===== src/rtl/asym_fifo_b2w_pkg.sv =====
// Shared types and helpers for the byte-in / word-out asymmetric FIFO.
package asym_fifo_pkg;

  // Number of byte lanes packed into one read word.
  localparam int LANES = 2;

  // Byte lane inside a word: LANE_LO holds the first byte written.
  typedef enum logic {LANE_LO, LANE_HI} lane_e;

  // Read-side word width for a given byte width.
  function automatic int word_w(input int byte_w);
    return LANES * byte_w;
  endfunction

endpackage


===== src/rtl/asym_fifo_b2w_if.sv =====
// Byte write / word read handshake bundle for asym_fifo_b2w.
interface asym_fifo_b2w_if #(
  parameter int ADDR_WIDTH = 4,
  parameter int BYTE_W     = 8
);
  import asym_fifo_pkg::*;

  logic                          wr_en;
  logic [BYTE_W-1:0]             wr_data;
  logic                          full;
  logic                          rd_en;
  logic [word_w(BYTE_W)-1:0]     rd_data;
  logic                          empty;
  logic                          partial;
  logic [ADDR_WIDTH:0]           word_count;

  // Producer/consumer side (drives requests, observes status).
  modport master (
    output wr_en, wr_data, rd_en,
    input  full, rd_data, empty, partial, word_count
  );

  // FIFO side.
  modport slave (
    input  wr_en, wr_data, rd_en,
    output full, rd_data, empty, partial, word_count
  );

endinterface


===== src/rtl/asym_fifo_b2w_ctrl.sv =====
// Pointer and flag controller: byte-granular write pointer, word-granular
// read pointer, each carrying a wrap MSB to tell full from empty.
module asym_fifo_b2w_ctrl
  import asym_fifo_pkg::*;
#(
  parameter int ADDR_WIDTH = 4
) (
  input  logic                  clk,
  input  logic                  rst,
  input  logic                  wr_en,
  input  logic                  rd_en,
  output logic                  full,
  output logic                  empty,
  output logic                  partial,
  output logic [ADDR_WIDTH:0]   word_count,
  output logic                  wr_we,
  output logic [ADDR_WIDTH-1:0] wr_addr,
  output lane_e                 wr_lane,
  output logic [ADDR_WIDTH-1:0] rd_addr
);

  logic [ADDR_WIDTH+1:0] wr_ptr_r;
  logic [ADDR_WIDTH:0]   rd_ptr_r;
  logic [ADDR_WIDTH:0]   wr_word_s;
  logic                  full_s;
  logic                  empty_s;
  logic                  wr_acc_s;
  logic                  rd_acc_s;

  // Word part of the write pointer; bit 0 of wr_ptr_r is the byte lane.
  assign wr_word_s = wr_ptr_r[ADDR_WIDTH+1:1];

  // Flags come only from registered pointers; a lone pending byte keeps empty.
  assign empty_s  = (wr_word_s == rd_ptr_r);
  assign full_s   = (wr_word_s[ADDR_WIDTH] != rd_ptr_r[ADDR_WIDTH]) &&
                    (wr_word_s[ADDR_WIDTH-1:0] == rd_ptr_r[ADDR_WIDTH-1:0]);
  assign wr_acc_s = wr_en && !full_s;
  assign rd_acc_s = rd_en && !empty_s;

  assign full       = full_s;
  assign empty      = empty_s;
  assign partial    = wr_ptr_r[0];
  assign word_count = wr_word_s - rd_ptr_r;
  assign wr_we      = wr_acc_s;
  assign wr_addr    = wr_word_s[ADDR_WIDTH-1:0];
  assign wr_lane    = lane_e'(wr_ptr_r[0]);
  assign rd_addr    = rd_ptr_r[ADDR_WIDTH-1:0];

  // Advance pointers on accepted requests; reset discards any pending byte.
  always_ff @(posedge clk) begin
    if (rst) begin
      wr_ptr_r <= {(ADDR_WIDTH+2){1'b0}};
      rd_ptr_r <= {(ADDR_WIDTH+1){1'b0}};
    end else begin
      if (wr_acc_s) begin
        wr_ptr_r <= wr_ptr_r + {{(ADDR_WIDTH+1){1'b0}}, 1'b1};
      end
      if (rd_acc_s) begin
        rd_ptr_r <= rd_ptr_r + {{ADDR_WIDTH{1'b0}}, 1'b1};
      end
    end
  end

endmodule


===== src/rtl/asym_fifo_b2w.sv =====
// Asymmetric FWFT FIFO: bytes in, little-endian 16-bit words out.
// Storage is split into a low-lane and a high-lane array so each byte write
// touches only its own lane.
module asym_fifo_b2w
  import asym_fifo_pkg::*;
#(
  parameter int ADDR_WIDTH = 4,
  parameter int BYTE_W     = 8
) (
  input  logic           clk,
  input  logic           rst,
  asym_fifo_b2w_if.slave bus
);

  localparam int DEPTH = 2 ** ADDR_WIDTH;

  logic [BYTE_W-1:0]     mem_lo_r [DEPTH];
  logic [BYTE_W-1:0]     mem_hi_r [DEPTH];
  logic                  wr_we_s;
  logic [ADDR_WIDTH-1:0] wr_addr_s;
  lane_e                 wr_lane_s;
  logic [ADDR_WIDTH-1:0] rd_addr_s;

  asym_fifo_b2w_ctrl #(
    .ADDR_WIDTH (ADDR_WIDTH)
  ) u_ctrl (
    .clk        (clk),
    .rst        (rst),
    .wr_en      (bus.wr_en),
    .rd_en      (bus.rd_en),
    .full       (bus.full),
    .empty      (bus.empty),
    .partial    (bus.partial),
    .word_count (bus.word_count),
    .wr_we      (wr_we_s),
    .wr_addr    (wr_addr_s),
    .wr_lane    (wr_lane_s),
    .rd_addr    (rd_addr_s)
  );

  // Byte-lane write into the register file; contents survive reset.
  always_ff @(posedge clk) begin
    if (wr_we_s) begin
      if (wr_lane_s == LANE_LO) begin
        mem_lo_r[wr_addr_s] <= bus.wr_data;
      end else begin
        mem_hi_r[wr_addr_s] <= bus.wr_data;
      end
    end
  end

  // Fall-through head word: first byte in the low half.
  assign bus.rd_data = {mem_hi_r[rd_addr_s], mem_lo_r[rd_addr_s]};

endmodule


===== src/flat_wrapper.sv =====
// flat-port wrapper written by rule: the top's interface ports become plain ports
module asym_fifo_b2w_flat import asym_fifo_pkg::*;
#(
  parameter int ADDR_WIDTH = 4,
  parameter int BYTE_W     = 8
)
  (clk, rst, bus_wr_en, bus_wr_data, bus_rd_en, bus_full, bus_rd_data, bus_empty, bus_partial, bus_word_count);
  asym_fifo_b2w_if #(.ADDR_WIDTH(ADDR_WIDTH), .BYTE_W(BYTE_W)) bus_i ();
  input  logic clk;
  input  logic rst;
  input wire logic [$bits(bus_i.wr_en)-1:0] bus_wr_en;
  input wire logic [$bits(bus_i.wr_data)-1:0] bus_wr_data;
  input wire logic [$bits(bus_i.rd_en)-1:0] bus_rd_en;
  output wire logic [$bits(bus_i.full)-1:0] bus_full;
  output wire logic [$bits(bus_i.rd_data)-1:0] bus_rd_data;
  output wire logic [$bits(bus_i.empty)-1:0] bus_empty;
  output wire logic [$bits(bus_i.partial)-1:0] bus_partial;
  output wire logic [$bits(bus_i.word_count)-1:0] bus_word_count;
  assign bus_i.wr_en = bus_wr_en;
  assign bus_i.wr_data = bus_wr_data;
  assign bus_i.rd_en = bus_rd_en;
  assign bus_full = bus_i.full;
  assign bus_rd_data = bus_i.rd_data;
  assign bus_empty = bus_i.empty;
  assign bus_partial = bus_i.partial;
  assign bus_word_count = bus_i.word_count;
  asym_fifo_b2w #(.ADDR_WIDTH(ADDR_WIDTH), .BYTE_W(BYTE_W)) u_core (.clk(clk), .rst(rst), .bus(bus_i));
endmodule

===== config.mk =====
export PLATFORM = sky130hd
export DESIGN_NAME = asym_fifo_b2w_flat
export DESIGN_NICKNAME = d
export VERILOG_FILES = /design/src/rtl/asym_fifo_b2w_pkg.sv /design/src/rtl/asym_fifo_b2w_if.sv /design/src/rtl/asym_fifo_b2w_ctrl.sv /design/src/rtl/asym_fifo_b2w.sv /design/src/flat_wrapper.sv
export SDC_FILE = /design/constraint.sdc
export NUM_CORES = 1
export LEC_CHECK = 0
export CORE_MARGIN = 5
export CORE_UTILIZATION = 30
export CTS_CLUSTER_SIZE = 24
export DETAILED_ROUTE_END_ITERATION = 16
export PLACE_DENSITY_LB_ADDON = 0.3
export SYNTH_ARGS = -nofsm -noshare
export SYNTH_HDL_FRONTEND = slang
export SYNTH_SLANG_ARGS = --single-unit

===== constraint.sdc =====
create_clock -name clk -period 5.1 [get_ports clk]
set_input_delay 0.51 -clock clk [delete_from_list [all_inputs] [get_ports clk]]
set_output_delay 0.51 -clock clk [all_outputs]
set_load 0.02 [all_outputs]

==> results.tsv, run 1 <==
stage	metric	value	unit
status	status	finished, final reports clean	
clocking	clock_latency	0.52	ns
clocking	cts_buffers	27	
power_and_ir_drop	p_total	4.78	mW
floorplanning	io_pins	36	
critical_path	worst_path_max_delay_cell	dfxtp_4	
placed_design	placedCellCount	999	
timing	clock_skew	0.0133	ns
detailed_routing	via_per_inst	4.92	
clocking	cts_num_sinks	271	
floorplanning	die_w	197	um
timing	relSlewSlack	0.169	
clocking	clock_path_buffers	3	
detailed_routing	wirelength	23000	um
timing	fmax	259	MHz
critical_path	critPathLaunchType	flip-flop	
critical_path	critPathMaxStageDelay	0.93	ns
grt	antenna_found_initial	0	
power_and_ir_drop	power.density	389	nW/um^2
placed_design	placement.cell_area	11400	um^2
timing	hold_viol	0	
yosys	avgSynthCellArea	20.1	um^2
yosys	synth_top_cell_area_share	0.732	
critical_path	worst_ep_required_time	4.59	ns
clocking	ctsResizeCount	0	
power_and_ir_drop	ir_drop	0.000227	V
timing	fin_crit_sh	0.756	
grt	grt_pass1_wl	34400	um
critical_path	arrival	3.35	ns
grt	grt_pass1_vias	5561	
timing	report.final.slew_viol_count	0	
min_path	hp-class	flip-flop to flip-flop	
clocking	post-cts-setup-buffers	0	
detailed_routing	drtIter0Drc	475	
finish	finalNonFillerCells	1049	
critical_path	crit_path_max_fanout	43	
critical_path	crit_family	buffers and inverters	
detailed_routing	routedWlPerCell	21.9	um
clocking	path_clk_slew	0.06	ns
timing	period_needed	3.86	ns
grt	grt_remaining_overflow	0	
power_and_ir_drop	leakagePower	3.74	nW
floorplanning	die_area	38900	um^2
placed_design	port_buffers	35	
grt	met1_usage	0.161	
grt	gr-usage-met2	0.197	
yosys	synth-main-ff-cell	edfxtp_1	
clocking	cts-root-buf	clkbuf_16	
yosys	async_flop_share	0	
yosys	synth.area.top_cells	edfxtp_1 (73%), mux4_2 (14%), dfxtp_1 (2.9%)	
clocking	cts_hold_buf	0	
timing	setup_violations	0	
grt	busiest_layer	met2	
finish	area_growth	17.0	%
clocking	htreeDepth	1	
timing	tns	0	ns
yosys	synth_cell_types	31	
yosys	synthTopCellsByCount	edfxtp_1 (256), mux4_2 (64), nor2_1 (45), a22oi_1 (32), nand2_1 (23)	
floorplanning	core.rowCount	68	
timing	rsz0062_at_grt	no	
finish	antenna_cells	0	
clocking	cts_tree	done	
yosys	synth_top_area_cell	edfxtp_1	
yosys	synth_edf_count	256	
yosys	synth_cells	523	
critical_path	crit_type	flip-flop to output pin	
detailed_routing	drc	0	
yosys	synth_most_common_cell	edfxtp_1	
critical_path	crit_buf_inv	2	
floorplanning	die_h	197	um
finish	final_area	12300	um^2
grt	grt_max_degree	44	
job	cap_viol_max_count	0	
yosys	syn_nets	542	
floorplanning	start_util	0.304	
detailed_routing	firstDrtPassIters	6	
timing	fin_hold_ws	0.536	ns
finish	drive_gt1_frac	0.202	
yosys	ys_seq_area_frac	0.761	
grt	grt_util_all_layers	0.117	
critical_path	cp-end-kind	output pin	
finish	nNetsFinal	592	
placed_design	place_hpwl	14600	um
floorplanning	fp.coreArea	34500	um^2
detailed_routing	antenna_left	0	
yosys	ys_ff_latch	271	
timing	worst-slew-pin-transition	1.24	ns
critical_path	crit_path_cell_trace	buf_4 -> mux4_2 -> a22oi_1 -> nand2_1 -> clkdlybuf4s50_1	
placed_design	gp_congestion	0.780	
yosys	netlist_area	10500	um^2
grt	met3_usage	0.0201	
detailed_routing	vias	5161	
yosys	synth_warnings	0	
[area by class of cell]
cell class              instances  area [um^2]
clock buffers                  41          788
clock inverters                 9         95.1
fillers                      3247        22300
inverters                       7         26.3
multi-input cells             220         2390
flip-flops and latches        271         7990
well taps                     455          569
repair buffers                 46          433
[kinds of logic after synthesis]
logic type                 count (synthesis)  share of synthesized area
AOI/OAI and AO/OA                         47                     0.0322
xor gates and xnor gates                  13                     0.0116
adders and majority gates                  7                    0.00905
buffers and inverters                     32                     0.0126
DFF                                      271                      0.761
muxes                                     65                      0.138
and+or+nand+nor                           88                     0.0359
[metrics by stage]
| stage | worst slack (ns) | util |
|---|---|---|
| after detailed placement | 1.65 | 0.330 |
| final | 1.24 | 0.356 |
| after global routing | 0.941 | 0.356 |
| after floorplan | 2.61 | - |
| after global placement | 1.72 | 0.330 |
| after CTS | 1.09 | 0.356 |
[worst min-delay path: stages (launching register included)]
cell and delay (ns):
dfxtp_1 0.32, o21ai_0 0.08, a21oi_1 0.08
[routing by layer]
metal	wire, um	part of all wire
met1	9680	0.42
met2	11400	0.50
met3	1450	0.063
met4	436	0.019
met5	0	0
[worst paths after layout]
check,startpoint,slack [ns],cells past startpoint,endpoint
setup / recovery,flip-flop,1.24,5,bus_rd_data[4]
hold / removal,u_core.u_ctrl.rd_ptr_r[3],0.54,2,u_core.u_ctrl.rd_ptr_r[3]
setup reg to reg,u_core.u_ctrl.wr_ptr_r[1],1.92,7,u_core.mem_lo_r[1][1]
hold reg to reg,u_core.u_ctrl.rd_ptr_r[3],0.54,2,u_core.u_ctrl.rd_ptr_r[3]
[state kept, by name, indices dropped and copies added, names as in the netlist, named ones only]
register / flops
u_core.mem_hi_r: 128
u_core.mem_lo_r: 128
u_core.u_ctrl.wr_ptr_r: 6
u_core.u_ctrl.rd_ptr_r: 5
[layout by cell type, fill, tap and decap left out, types with 2 or more instances in the layout]
cell / netlist / final
a21o_1: 2 / 2
a21oi_1: 6 / 6
a22oi_1: 32 / 32
buf_4: 0 / 11
bufinv_16: 0 / 2
clkbuf_1: 13 / 8
clkbuf_16: 0 / 27
clkbuf_8: 0 / 6
clkdlybuf4s50_1: 0 / 35
clkinv_1: 0 / 3
clkinv_2: 0 / 3
dfxtp_1: 15 / 13
edfxtp_1: 256 / 256
ha_1: 6 / 6
inv_1: 7 / 7
mux4_2: 64 / 64
nand2_1: 23 / 23
nand3_1: 7 / 7
nand3b_1: 2 / 2
nand4_1: 2 / 2
nor2_1: 45 / 44
nor2b_1: 4 / 3
o211ai_1: 2 / 2
o21ai_0: 2 / 2
or3_1: 2 / 2
xnor2_1: 7 / 7
xor2_1: 5 / 5
[power breakdown]
group	leakage (nW)	switching, mW	internal (mW)
clock	0.435	0.773	1.16
combinational	0.875	0.173	0.182
sequential	2.43	0.0417	2.45
total	3.74	0.988	3.80
Note: power is estimated with default switching activity, not from simulation.
==> run 2: changes to the inputs <==
==> constraint.sdc (replaced) <==
create_clock -name clk -period 3.6 [get_ports clk]
set_input_delay 0.36 -clock clk [delete_from_list [all_inputs] [get_ports clk]]
set_output_delay 0.36 -clock clk [all_outputs]
set_load 0.02 [all_outputs]
==> run 2 against run 1 <==
Effect of this change: register-to-register slack worse by 1.4 ns; first-iteration DRC count is 13% lower; via count is 0.66% lower; clock power is 50% higher; wire length is 0.44% lower; utilization is 0.73 points higher; clock skew is 0.0061 ns lower.
==> results.tsv, run 2 (synthesis gave the netlist of run 1 again) <==
stage	metric	value	unit
status	status	finished, final reports clean	
finish	antenna_cells	0	
floorplanning	core.rowCount	68	
detailed_routing	vias	5127	
critical_path	critPathLaunchType	flip-flop	
critical_path	critPathMaxStageDelay	0.65	ns
finish	layout_commonest_cell	edfxtp_1	
detailed_routing	drc	0	
timing	period_needed	3.31	ns
clocking	clock_path_buffers	3	
critical_path	worst_ep_required_time	3.24	ns
clocking	post-cts-setup-buffers	0	
finish	top_regs	u_core.mem_hi_r x128, u_core.mem_lo_r x128, u_core.u_ctrl.wr_ptr_r x6	
clocking	ctsResizeCount	0	
floorplanning	die_area	38900	um^2
finish	final_cell_mix	edfxtp_1 (256), mux4_2 (64), nor2_1 (45)	
clocking	cts_buffers	28	
timing	hold_viol	0	
timing	report.final.slew_viol_count	0	
finish	multiInputGateArea	2380	um^2
min_path	hp-start	u_core.u_ctrl.rd_ptr_r[3]	
critical_path	r2r_slack	0.52	ns
critical_path	crit_type	flip-flop to output pin	
detailed_routing	firstDrtPassIters	5	
timing	rsz0062_at_grt	no	
grt	grt_pass1_wl	35300	um
detailed_routing	antenna_left	0	
power_and_ir_drop	power.density	555	nW/um^2
finish	finalNonFillerCells	1072	
finish	area_growth	19.4	%
critical_path	crit_path_cell_trace	buf_12 -> mux4_2 -> a22oi_1 -> nand2_1 -> clkdlybuf4s50_1	
power_and_ir_drop	ir_drop	0.000389	V
critical_path	ff2ff_path_depth	7	
min_path	holdPathStages	2	
timing	tns	0	ns
finish	nNetsFinal	615	
clocking	cts_num_sinks	271	
clocking	cts_hold_buf	0	
grt	grt_max_degree	55	
clocking	path_clk_slew	0.06	ns
floorplanning	die_h	197	um
timing	setup_violations	0	
finish	fillCellCount	3235	
placed_design	placedCellCount	1021	
timing	clock_skew	0.00716	ns
placed_design	gp_congestion	0.743	
grt	grt_util_all_layers	0.118	
critical_path	crit_buf_inv	2	
placed_design	place_hpwl	14700	um
critical_path	crit_path_max_fanout	22	
finish	drive_gt1_frac	0.233	
timing	fin_crit_sh	0.919	
placed_design	port_buffers	35	
grt	antenna_found_initial	0	
min_path	hp-class	flip-flop to flip-flop	
min_path	whs_endpoint	u_core.u_ctrl.rd_ptr_r[3]	
detailed_routing	wirelength	22800	um
floorplanning	start_util	0.304	
clocking	htreeDepth	1	
critical_path	reg2reg_to	u_core.mem_lo_r[1][3]	
clocking	cts_tree	done	
critical_path	regToRegStartpoint	u_core.u_ctrl.wr_ptr_r[1]	
timing	relSlewSlack	0.431	
clocking	clock_latency	0.53	ns
critical_path	worst_path_max_delay_cell	dfxtp_4	
job	cap_viol_max_count	0	
detailed_routing	via_per_inst	4.78	
timing	fmax	302	MHz
timing	worst-slew-pin-transition	0.850	ns
power_and_ir_drop	leakagePower	3.88	nW
floorplanning	io_pins	36	
clocking	cts-root-buf	clkbuf_16	
critical_path	arrival	2.95	ns
detailed_routing	drtIter0Drc	415	
finish	ff_latch_area	7990	um^2
critical_path	crit_family	buffers and inverters	
floorplanning	fp.coreArea	34500	um^2
detailed_routing	routedWlPerCell	21.3	um
floorplanning	die_w	197	um
critical_path	cp-end-kind	output pin	
grt	grt_remaining_overflow	0	
grt	grt_pass1_vias	5529	
-- run 2: worst max path at each step --
stage                                  to  slack (ns)  cells after the start
detailed placement  u_core.mem_lo_r[1][5]        0.52                      7
CTS                        bus_rd_data[0]        0.18                      5
global placement    u_core.mem_lo_r[3][7]        0.53                      7
floorplan           u_core.mem_hi_r[3][0]        1.11                      8
finish                     bus_rd_data[0]        0.29                      5
global route              bus_rd_data[15]        0.09                      5
-- run 2: where the power goes --
part           internal (mW)  total [mW]  leakage (nW)  switching, mW
Sequential              3.47        3.51          2.43         0.0366
Clock                   1.76        2.91         0.456           1.14
Combinational          0.273       0.551          1.00          0.278
Total                   5.51        6.96          3.88           1.46
-- run 2: tightest hold or removal path: cells and delay by family (launching register included) --
family          cells  cell delay (ns)
compound gates      2             0.16
flops               1             0.32
-- run 2: cell type report --
cell class                      instances  area share
Clock buffer                           36      0.0599
Timing Repair Buffer                   68      0.0507
Multi-Input combinational cell        220       0.190
Sequential cell                       271       0.637
Tap cell                              455      0.0454
Inverter                                7     0.00209
Clock inverter                         15      0.0149
-- run 2: routing by layer --
layer | vias to the layer above | routed length, um | share of wire | track usage
met5 | - | 0 | 0 | 0
met4 | 0 | 424 | 0.019 | 0.0226
met3 | 33 | 994 | 0.044 | 0.0237
met2 | 107 | 11100 | 0.49 | 0.197
met1 | 2714 | 10300 | 0.45 | 0.163
li1 | 2273 | - | - | -
-- run 2: stage by stage --
step | total power, mW | worst slack (ns) | hold slack [ns] | utilization | cell area (um^2)
after global placement | 4.13 | 0.535 | 0.512 | 0.336 | 11600
after CTS | 7.05 | 0.184 | 0.543 | 0.363 | 12500
final | 6.96 | 0.291 | 0.544 | 0.363 | 12500
after global routing | 7.23 | 0.0855 | 0.612 | 0.363 | 12500
after floorplan | 3.89 | 1.11 | 0.429 | - | 10500
after detailed placement | 4.14 | 0.516 | 0.528 | 0.336 | 11600
==> run 3: changes to the inputs <==
--- a/config.mk
+++ b/config.mk
@@ -6,10 +6,10 @@
 export NUM_CORES = 1
 export LEC_CHECK = 0
 export CORE_MARGIN = 5
-export CORE_UTILIZATION = 30
+export CORE_UTILIZATION = 50
 export CTS_CLUSTER_SIZE = 24
 export DETAILED_ROUTE_END_ITERATION = 16
-export PLACE_DENSITY_LB_ADDON = 0.3
+export PLACE_DENSITY_LB_ADDON = 0.05
 export SYNTH_ARGS = -nofsm -noshare
 export SYNTH_HDL_FRONTEND = slang
 export SYNTH_SLANG_ARGS = --single-unit
==> run 3 against run 2 <==
Effect of this change: combinational power barely moved; final cell count decreased by 16%; sequential power is essentially flat; non-clock buffer count is 6 higher; setup slack better by 0.041 ns; power increased by 0.21%; clock skew increased by 0.0092 ns; utilization is 23 points higher; die area fell by 38%; critical endpoint is now bus_rd_data[5]; largest cell class unchanged; largest power group unchanged.
==> results.tsv, run 3 (synthesis gave the netlist of run 1 again) <==
stage	metric	value	unit
finish	final_cell_mix	edfxtp_1 (256), mux4_2 (64), nor2_1 (45)	
power_and_ir_drop	power.density	564	nW/um^2
timing	tns	0	ns
grt	grt_util_all_layers	0.190	
timing	report.final.slew_viol_count	0	
clocking	cts-root-buf	clkbuf_16	
placed_design	gp_congestion	0.772	
clocking	cts_num_sinks	271	
detailed_routing	routedWlPerCell	24.9	um
placed_design	placedCellCount	847	
detailed_routing	via_per_inst	5.80	
clocking	htreeDepth	1	
detailed_routing	drc	0	
floorplanning	io_pins	36	
critical_path	crit_type	flip-flop to output pin	
grt	grt_pass1_wl	34300	um
grt	grt_max_degree	38	
critical_path	worst_ep_required_time	3.24	ns
placed_design	place_hpwl	14000	um
floorplanning	fp.coreArea	20800	um^2
detailed_routing	wirelength	22300	um
clocking	ctsResizeCount	0	
finish	top_regs	u_core.mem_hi_r x128, u_core.mem_lo_r x128, u_core.u_ctrl.wr_ptr_r x6	
grt	grt_remaining_overflow	0	
finish	fillCellCount	1558	
finish	nNetsFinal	620	
floorplanning	die_area	24000	um^2
clocking	cts_buffers	27	
detailed_routing	antenna_left	0	
timing	hold_viol	0	
detailed_routing	drtIter0Drc	375	
detailed_routing	vias	5199	
floorplanning	core.rowCount	53	
clocking	clock_path_buffers	3	
timing	clock_skew	0.0164	ns
floorplanning	die_w	155	um
timing	worst-slew-pin-transition	1.20	ns
grt	grt_pass1_vias	5554	
finish	area_growth	17.8	%
floorplanning	start_util	0.504	
clocking	clock_latency	0.53	ns
clocking	cts_tree	done	
timing	fin_crit_sh	0.908	
finish	drive_gt1_frac	0.248	
clocking	path_clk_slew	0.06	ns
critical_path	r2r_slack	0.68	ns
floorplanning	die_h	155	um
critical_path	cp-end-kind	output pin	
clocking	post-cts-setup-buffers	0	
timing	period_needed	3.27	ns
job	cap_viol_max_count	0	
detailed_routing	firstDrtPassIters	4	
grt	antenna_found_initial	0	
timing	relSlewSlack	0.198	
timing	rsz0062_at_grt	no	
finish	layout_commonest_cell	edfxtp_1	
power_and_ir_drop	leakagePower	3.94	nW
finish	finalNonFillerCells	897	
clocking	cts_hold_buf	0	
placed_design	port_buffers	35	
critical_path	crit_path_max_fanout	13	
min_path	hp-class	flip-flop to flip-flop	
critical_path	critPathLaunchType	flip-flop	
status	status	finished, final reports clean	
timing	fmax	306	MHz
timing	setup_violations	0	
critical_path	arrival	2.91	ns
finish	antenna_cells	0	
power_and_ir_drop	ir_drop	0.000444	V
run 3: cell types whose count changed in the layout (fill, tap and decap cells not counted), sizes merged:
cell      change
clkinv        +3
buf           +6
clkinvlp      -1
bufinv        +1
clkbuf        -4
run 3: path summary, 6_finish.rpt:
check / from / endpoint / depth (start not counted)
setup / recovery: flip-flop / bus_rd_data[5] / 5
hold / removal: u_core.u_ctrl.rd_ptr_r[3] / u_core.u_ctrl.rd_ptr_r[3] / 2
setup reg to reg: u_core.u_ctrl.wr_ptr_r[1] / u_core.mem_lo_r[0][1] / 7
hold reg to reg: u_core.u_ctrl.rd_ptr_r[3] / u_core.u_ctrl.rd_ptr_r[3] / 2
run 3: report_power, final:
part | leakage, nW | total (mW) | internal, mW | switching (mW)
logic | 1.03 | 0.554 | 0.270 | 0.284
registers | 2.43 | 3.50 | 3.47 | 0.0268
clock network | 0.473 | 2.93 | 1.79 | 1.13
run 3: worst max-delay path, stage by stage, from the launching register on:
cell and delay [ns]:
dfxtp_4 0.53, buf_4 0.31, mux4_2 0.53, a22oi_1 0.29, nand2_1 0.15, clkdlybuf4s50_1 0.56
run 3: routing by layer:
layer,up-vias,GRT usage,share of wire
met5,-,0,0
met3,37,0.0284,0.059
met4,0,0.0538,0.029
met2,185,0.315,0.49
li1,2284,-,-
met1,2693,0.268,0.42
run 3: cell type report:
type / instances / area, um^2 / share of cell area
sequential: 271 / 7990 / 0.646
multi-input combinational: 220 / 2380 / 0.193
clock buffer: 32 / 724 / 0.0586
timing repair buffer: 74 / 681 / 0.0550
tap: 275 / 344 / 0.0278
clock inverter: 18 / 220 / 0.0178
inverter: 7 / 26.3 / 0.00212
run 3: through the flow:
stage               hold slack, ns   util  setup WS [ns]  instance area, um^2  total power, mW
finish                       0.552  0.594          0.332                12400             6.98
global route                 0.584  0.594          0.132                12400             7.24
CTS                          0.547  0.594          0.234                12400             7.05
detailed placement           0.537  0.549          0.755                11400             4.13
global placement             0.526  0.549          0.806                11400             4.12
floorplan                    0.429      -           1.11                10500             3.89
==> patch 1: new RTL, config.mk and constraints of run 3 <==
`ADDR_WIDTH` is set to 4 in 4 places; all go to 3.
--- a/src/rtl/asym_fifo_b2w_if.sv
+++ b/src/rtl/asym_fifo_b2w_if.sv
@@ -1,5 +1,5 @@
 // Byte write / word read handshake bundle for asym_fifo_b2w.
 interface asym_fifo_b2w_if #(
-  parameter int ADDR_WIDTH = 4,
+  parameter int ADDR_WIDTH = 3,
   parameter int BYTE_W     = 8
 );
--- a/src/rtl/asym_fifo_b2w_ctrl.sv
+++ b/src/rtl/asym_fifo_b2w_ctrl.sv
@@ -4,5 +4,5 @@
   import asym_fifo_pkg::*;
 #(
-  parameter int ADDR_WIDTH = 4
+  parameter int ADDR_WIDTH = 3
 ) (
   input  logic                  clk,
--- a/src/rtl/asym_fifo_b2w.sv
+++ b/src/rtl/asym_fifo_b2w.sv
@@ -5,5 +5,5 @@
   import asym_fifo_pkg::*;
 #(
-  parameter int ADDR_WIDTH = 4,
+  parameter int ADDR_WIDTH = 3,
   parameter int BYTE_W     = 8
 ) (
--- a/src/flat_wrapper.sv
+++ b/src/flat_wrapper.sv
@@ -2,5 +2,5 @@
 module asym_fifo_b2w_flat import asym_fifo_pkg::*;
 #(
-  parameter int ADDR_WIDTH = 4,
+  parameter int ADDR_WIDTH = 3,
   parameter int BYTE_W     = 8
 )
Interface: changed (resized bus_word_count); port bits go from 36 to 35. No check against the original RTL was run, so the function may have changed too.
==> patch 1 against run 3 <==
- sequential share of layout area fell by 5.3 points
- global-route usage fell by 2.0 points
- design area fell by 44%
- sequential power fell by 48%
- routed wire length fell by 55%
- synthesized area fell by 46%
- power fell by 41%
- register-to-register slack improved by 0.30 ns
- worst setup slack improved by 0.17 ns
- cell count fell by 46%
- sequential cell count fell by 131
- largest power group is now the clock network
- highest routed layer unchanged
==> patch 1: results (changes against run 3) <==
[setup_path]
max_stage_delay_ns=0.68  ; was 0.56 ns
cp_top_family=multiplexers  ; was buffers and inverters
critPathSlowestCell=dfxtp_2  ; was clkdlybuf4s50_1
rrSetupSlack_ns=0.98  ; was 0.68 ns
r2r_end=u_core.mem_hi_r[0][1]  ; was u_core.mem_lo_r[0][1]
endpoint=bus_rd_data[8]  ; was bus_rd_data[5]

[place]
dpl_worst_slack_ns=0.881  ; was 0.755 ns
dp_cells=456  ; was 847
placed_cell_area_um2=6230  ; was 11400 um2
gp_congestion=0.757  ; was 0.772
dp_hpwl_um=6050  ; was 14000 um

[clocking]
clock_latency_ns=0.41  ; was 0.53 ns
cts_buffer_depth=2  ; was 3
cts_inserted_buffers=17  ; was 27
htree_levels=4  ; was 1

[detailed_routing]
drt_wl_total_um=10100  ; was 22300 um
dr_wl_met2_um=4880  ; was 11000 um
num_vias=2693  ; was 5199
wl_met1_um=4720  ; was 9300 um
drtIter0Drc=125  ; was 375

[global_routing]
grtUsageMet1_pct=23.2  ; was 26.8%
grt_pass1_vias=2883  ; was 5554
grt_use_total_pct=17.0  ; was 19.0%
grt_start_max_net_pins=33  ; was 38
grt_first_pass_wirelength_um=16200  ; was 34300 um
met2_usage_pct=26.7  ; was 31.5%
grt_use_met3_pct=4.56  ; was 2.84%

[worst_hold_path]
hp-start=u_core.u_ctrl.rd_ptr_r[0]  ; was u_core.u_ctrl.rd_ptr_r[3]

[power_and_ir_drop]
p_leak_nw=2.30  ; was 3.94 nW
peakVddDrop_mv=0.314  ; was 0.444 mV

[synthesis]
synthAdderAreaFrac_pct=1.47  ; was 0.905%
synth-compound-area-share_pct=1.22  ; was 3.22%
synth_area_per_cell_um2=20.6  ; was 20.1 um2
yosys-top-cells-area=edfxtp_1 (68%), mux4_1 (12%), dfxtp_1 (4.3%)  ; was edfxtp_1 (73%), mux4_2 (14%), dfxtp_1 (2.9%)
yosysSeqAreaShare_pct=72.5  ; was 76.1%
synth_xor_area_share_pct=1.69  ; was 1.16%
synth_edf_count=128  ; was 256

[cells_and_area]
fin_cells=488  ; was 897
largest_registers=u_core.mem_hi_r: 64 flops, u_core.mem_lo_r: 64 flops, u_core.u_ctrl.wr_ptr_r: 5 flops  ; was u_core.mem_hi_r: 128 flops, u_core.mem_lo_r: 128 flops, u_core.u_ctrl.wr_ptr_r: 6 flops
drive_above_1_share_pct=20.7  ; was 24.8%
final_nets=353  ; was 620

[sta]
tightest_slew_ns=0.655  ; was 1.20 ns
fin_skew_ns=0.00685  ; was 0.0164 ns
fmax_mhz=323  ; was 306 MHz
worst_hold_slack_ns=0.604  ; was 0.552 ns

[run_status]
status=finished, final reports clean  ; unchanged

patch 1: changes by cell type after synthesis, moves of 4 or more:
| cell | delta |
|---|---|
| nor2_1 | -28 |
| a22oi_1 | -32 |
| mux2_2 | +16 |
| buf_6 | +4 |
| buf_2 | -10 |
| edfxtp_1 | -128 |
| nand3_1 | -5 |
| mux4_1 | +26 |
| nor2b_1 | -4 |
| mux4_2 | -58 |
| clkbuf_1 | -13 |
| nand2_1 | -19 |
| nor3_1 | +10 |
patch 1: report_power, final:
group / total, mW / internal [mW] / switching, mW / leakage, nW
combinational: 0.394 / 0.212 / 0.182 / 0.733
sequential: 1.83 / 1.80 / 0.0283 / 1.25
clock: 1.90 / 1.29 / 0.617 / 0.310
total: 4.13 / 3.30 / 0.827 / 2.30
patch 1: final cells by class:
cell class | instances | area [um2]
multi-input combinational | 116 | 1450
inverter | 7 | 26.3
timing repair buffer | 53 | 495
fill | 790 | 4050
clock buffer | 18 | 429
clock inverter | 14 | 224
tap | 140 | 175
sequential | 140 | 4090
==> patch 2: new RTL, flow settings as in run 3 <==
Made on the original files. Reset style: asynchronous (`rst`), changed in one clocked block.
--- a/src/rtl/asym_fifo_b2w_ctrl.sv
+++ b/src/rtl/asym_fifo_b2w_ctrl.sv
@@ -48,5 +48,5 @@
 
   // Advance pointers on accepted requests; reset discards any pending byte.
-  always_ff @(posedge clk) begin
+  always_ff @(posedge clk or posedge rst) begin
     if (rst) begin
       wr_ptr_r <= {(ADDR_WIDTH+2){1'b0}};
Check against the original RTL: differs if rst is asserted again (counterexample within 4 cycles, from zero or initial values and one cycle with rst high); with rst held inactive, the same outputs for 10 cycles.
==> patch 2 against run 3 <==
- non-clock buffer count grew 4
- routed wire length grew 2.9%
- synthesized cell count grew 4.0%
- clock skew shrank 0.0081 ns
- sequential cell count shrank 4
- synthesized area grew 2.0%
- design area grew 0.36%
- worst setup slack lost 0.17 ns
Power is not compared: it rests on default switching activity, and its combinational part moved more than twofold at a synthesized area within 25%.
==> patch 2: results (changes against run 3) <==
[cells_and_area]
final_nets=642  ; was 620
inverters=9  ; was 7
seq_cells=267  ; was 271
nFillCells=1575  ; was 1558
drive_above_1_share_pct=18.8  ; was 24.8%
nMultiInputCombCells=240  ; was 220
clock_area_share_pct=6.75  ; was 7.64%
nonClkBufAreaFrac_pct=5.55  ; was 5.50%

[synthesis]
synthAdderAreaFrac_pct=0.887  ; was 0.905%
yosys-top-cells-area=edfxtp_1 (72%), mux4_2 (7.6%), mux2i_1 (4.5%)  ; was edfxtp_1 (73%), mux4_2 (14%), dfxtp_1 (2.9%)
synth-compound-area-share_pct=3.97  ; was 3.22%
synth_async_sr_flop_share_pct=4.12  ; was 0%
muxShareOfSynthArea_pct=15.0  ; was 13.8%
yosysSeqAreaShare_pct=74.3  ; was 76.1%

[setup_path]
rrSetupSlack_ns=0.72  ; was 0.68 ns
r2r_end=u_core.mem_hi_r[15][1]  ; was u_core.mem_lo_r[0][1]
rr_worst_depth=5  ; was 7
worstPathArrival_ns=3.08  ; was 2.91 ns
endpoint=bus_word_count[4]  ; was bus_rd_data[5]

[detailed_routing]
drtPass1Iterations=5  ; was 4
wl_met3_um=1340  ; was 1320 um
drt_wl_total_um=23000  ; was 22300 um

[place]
dp_hpwl_um=14600  ; was 14000 um
dpl_worst_slack_ns=0.700  ; was 0.755 ns

[run_status]
status=finished, final reports clean  ; unchanged

[global_routing]
met2_usage_pct=29.2  ; was 31.5%
grt_pass1_vias=5448  ; was 5554

[sta]
min_period_ns=3.44  ; was 3.27 ns

[power_and_ir_drop]
p_total_mw=10.3

[floorplanning]
die_w_um=156  ; was 155 um

==> patch 2: cell count changes in the layout (fill, tap and decap cells not counted), moves of 16 or more <==
cell,change
a22oi_1,-16
a32oi_1,+16
mux4_2,-28
o21ai_1,+16
mux2i_1,+47
nor2_1,-17
==> patch 2: worst min-delay path by stage <==
stage                                endpoint  depth (start not counted)                       from
global route        u_core.u_ctrl.rd_ptr_r[4]                          2                        rst
detailed placement  u_core.u_ctrl.rd_ptr_r[2]                          1  u_core.u_ctrl.rd_ptr_r[2]
finish              u_core.u_ctrl.rd_ptr_r[4]                          2                        rst
floorplan           u_core.u_ctrl.rd_ptr_r[0]                          1                        rst
global placement    u_core.u_ctrl.rd_ptr_r[2]                          1  u_core.u_ctrl.rd_ptr_r[2]
CTS                 u_core.u_ctrl.wr_ptr_r[1]                          2                        rst
==> patch 2: repair_timing <==
action,4_1_cts,5_1_grt
hold buffers,0,0
setup endpoints to repair,0,1
gates resized for setup,0,1
==> patch 2: metrics by stage <==
| step | hold slack, ns | util [%] | std cells |
|---|---|---|---|
| 5_1_grt | 0.248 | 58.9 | 917 |
| 3_3_place_gp | 0.528 | 54.9 | 869 |
| 3_5_place_dp | 0.542 | 54.9 | 869 |
| 4_1_cts | 0.195 | 58.9 | 917 |
| 6_report | 0.189 | 58.9 | 917 |
| 2_1_floorplan | 0.212 | - | 544 |
==> patch 2: cell families (layout without fill, tap and decap cells) <==
logic type | after synthesis | after routing
flip-flops | 267 | 267
multiplexers | 96 | 96
AND/OR/NAND/NOR | 63 | 63
AO/OA/AOI/OAI | 61 | 61
buffers and inverters | 37 | 135
XOR/XNOR | 13 | 13
adder cells (fa/ha/maj) | 7 | 7
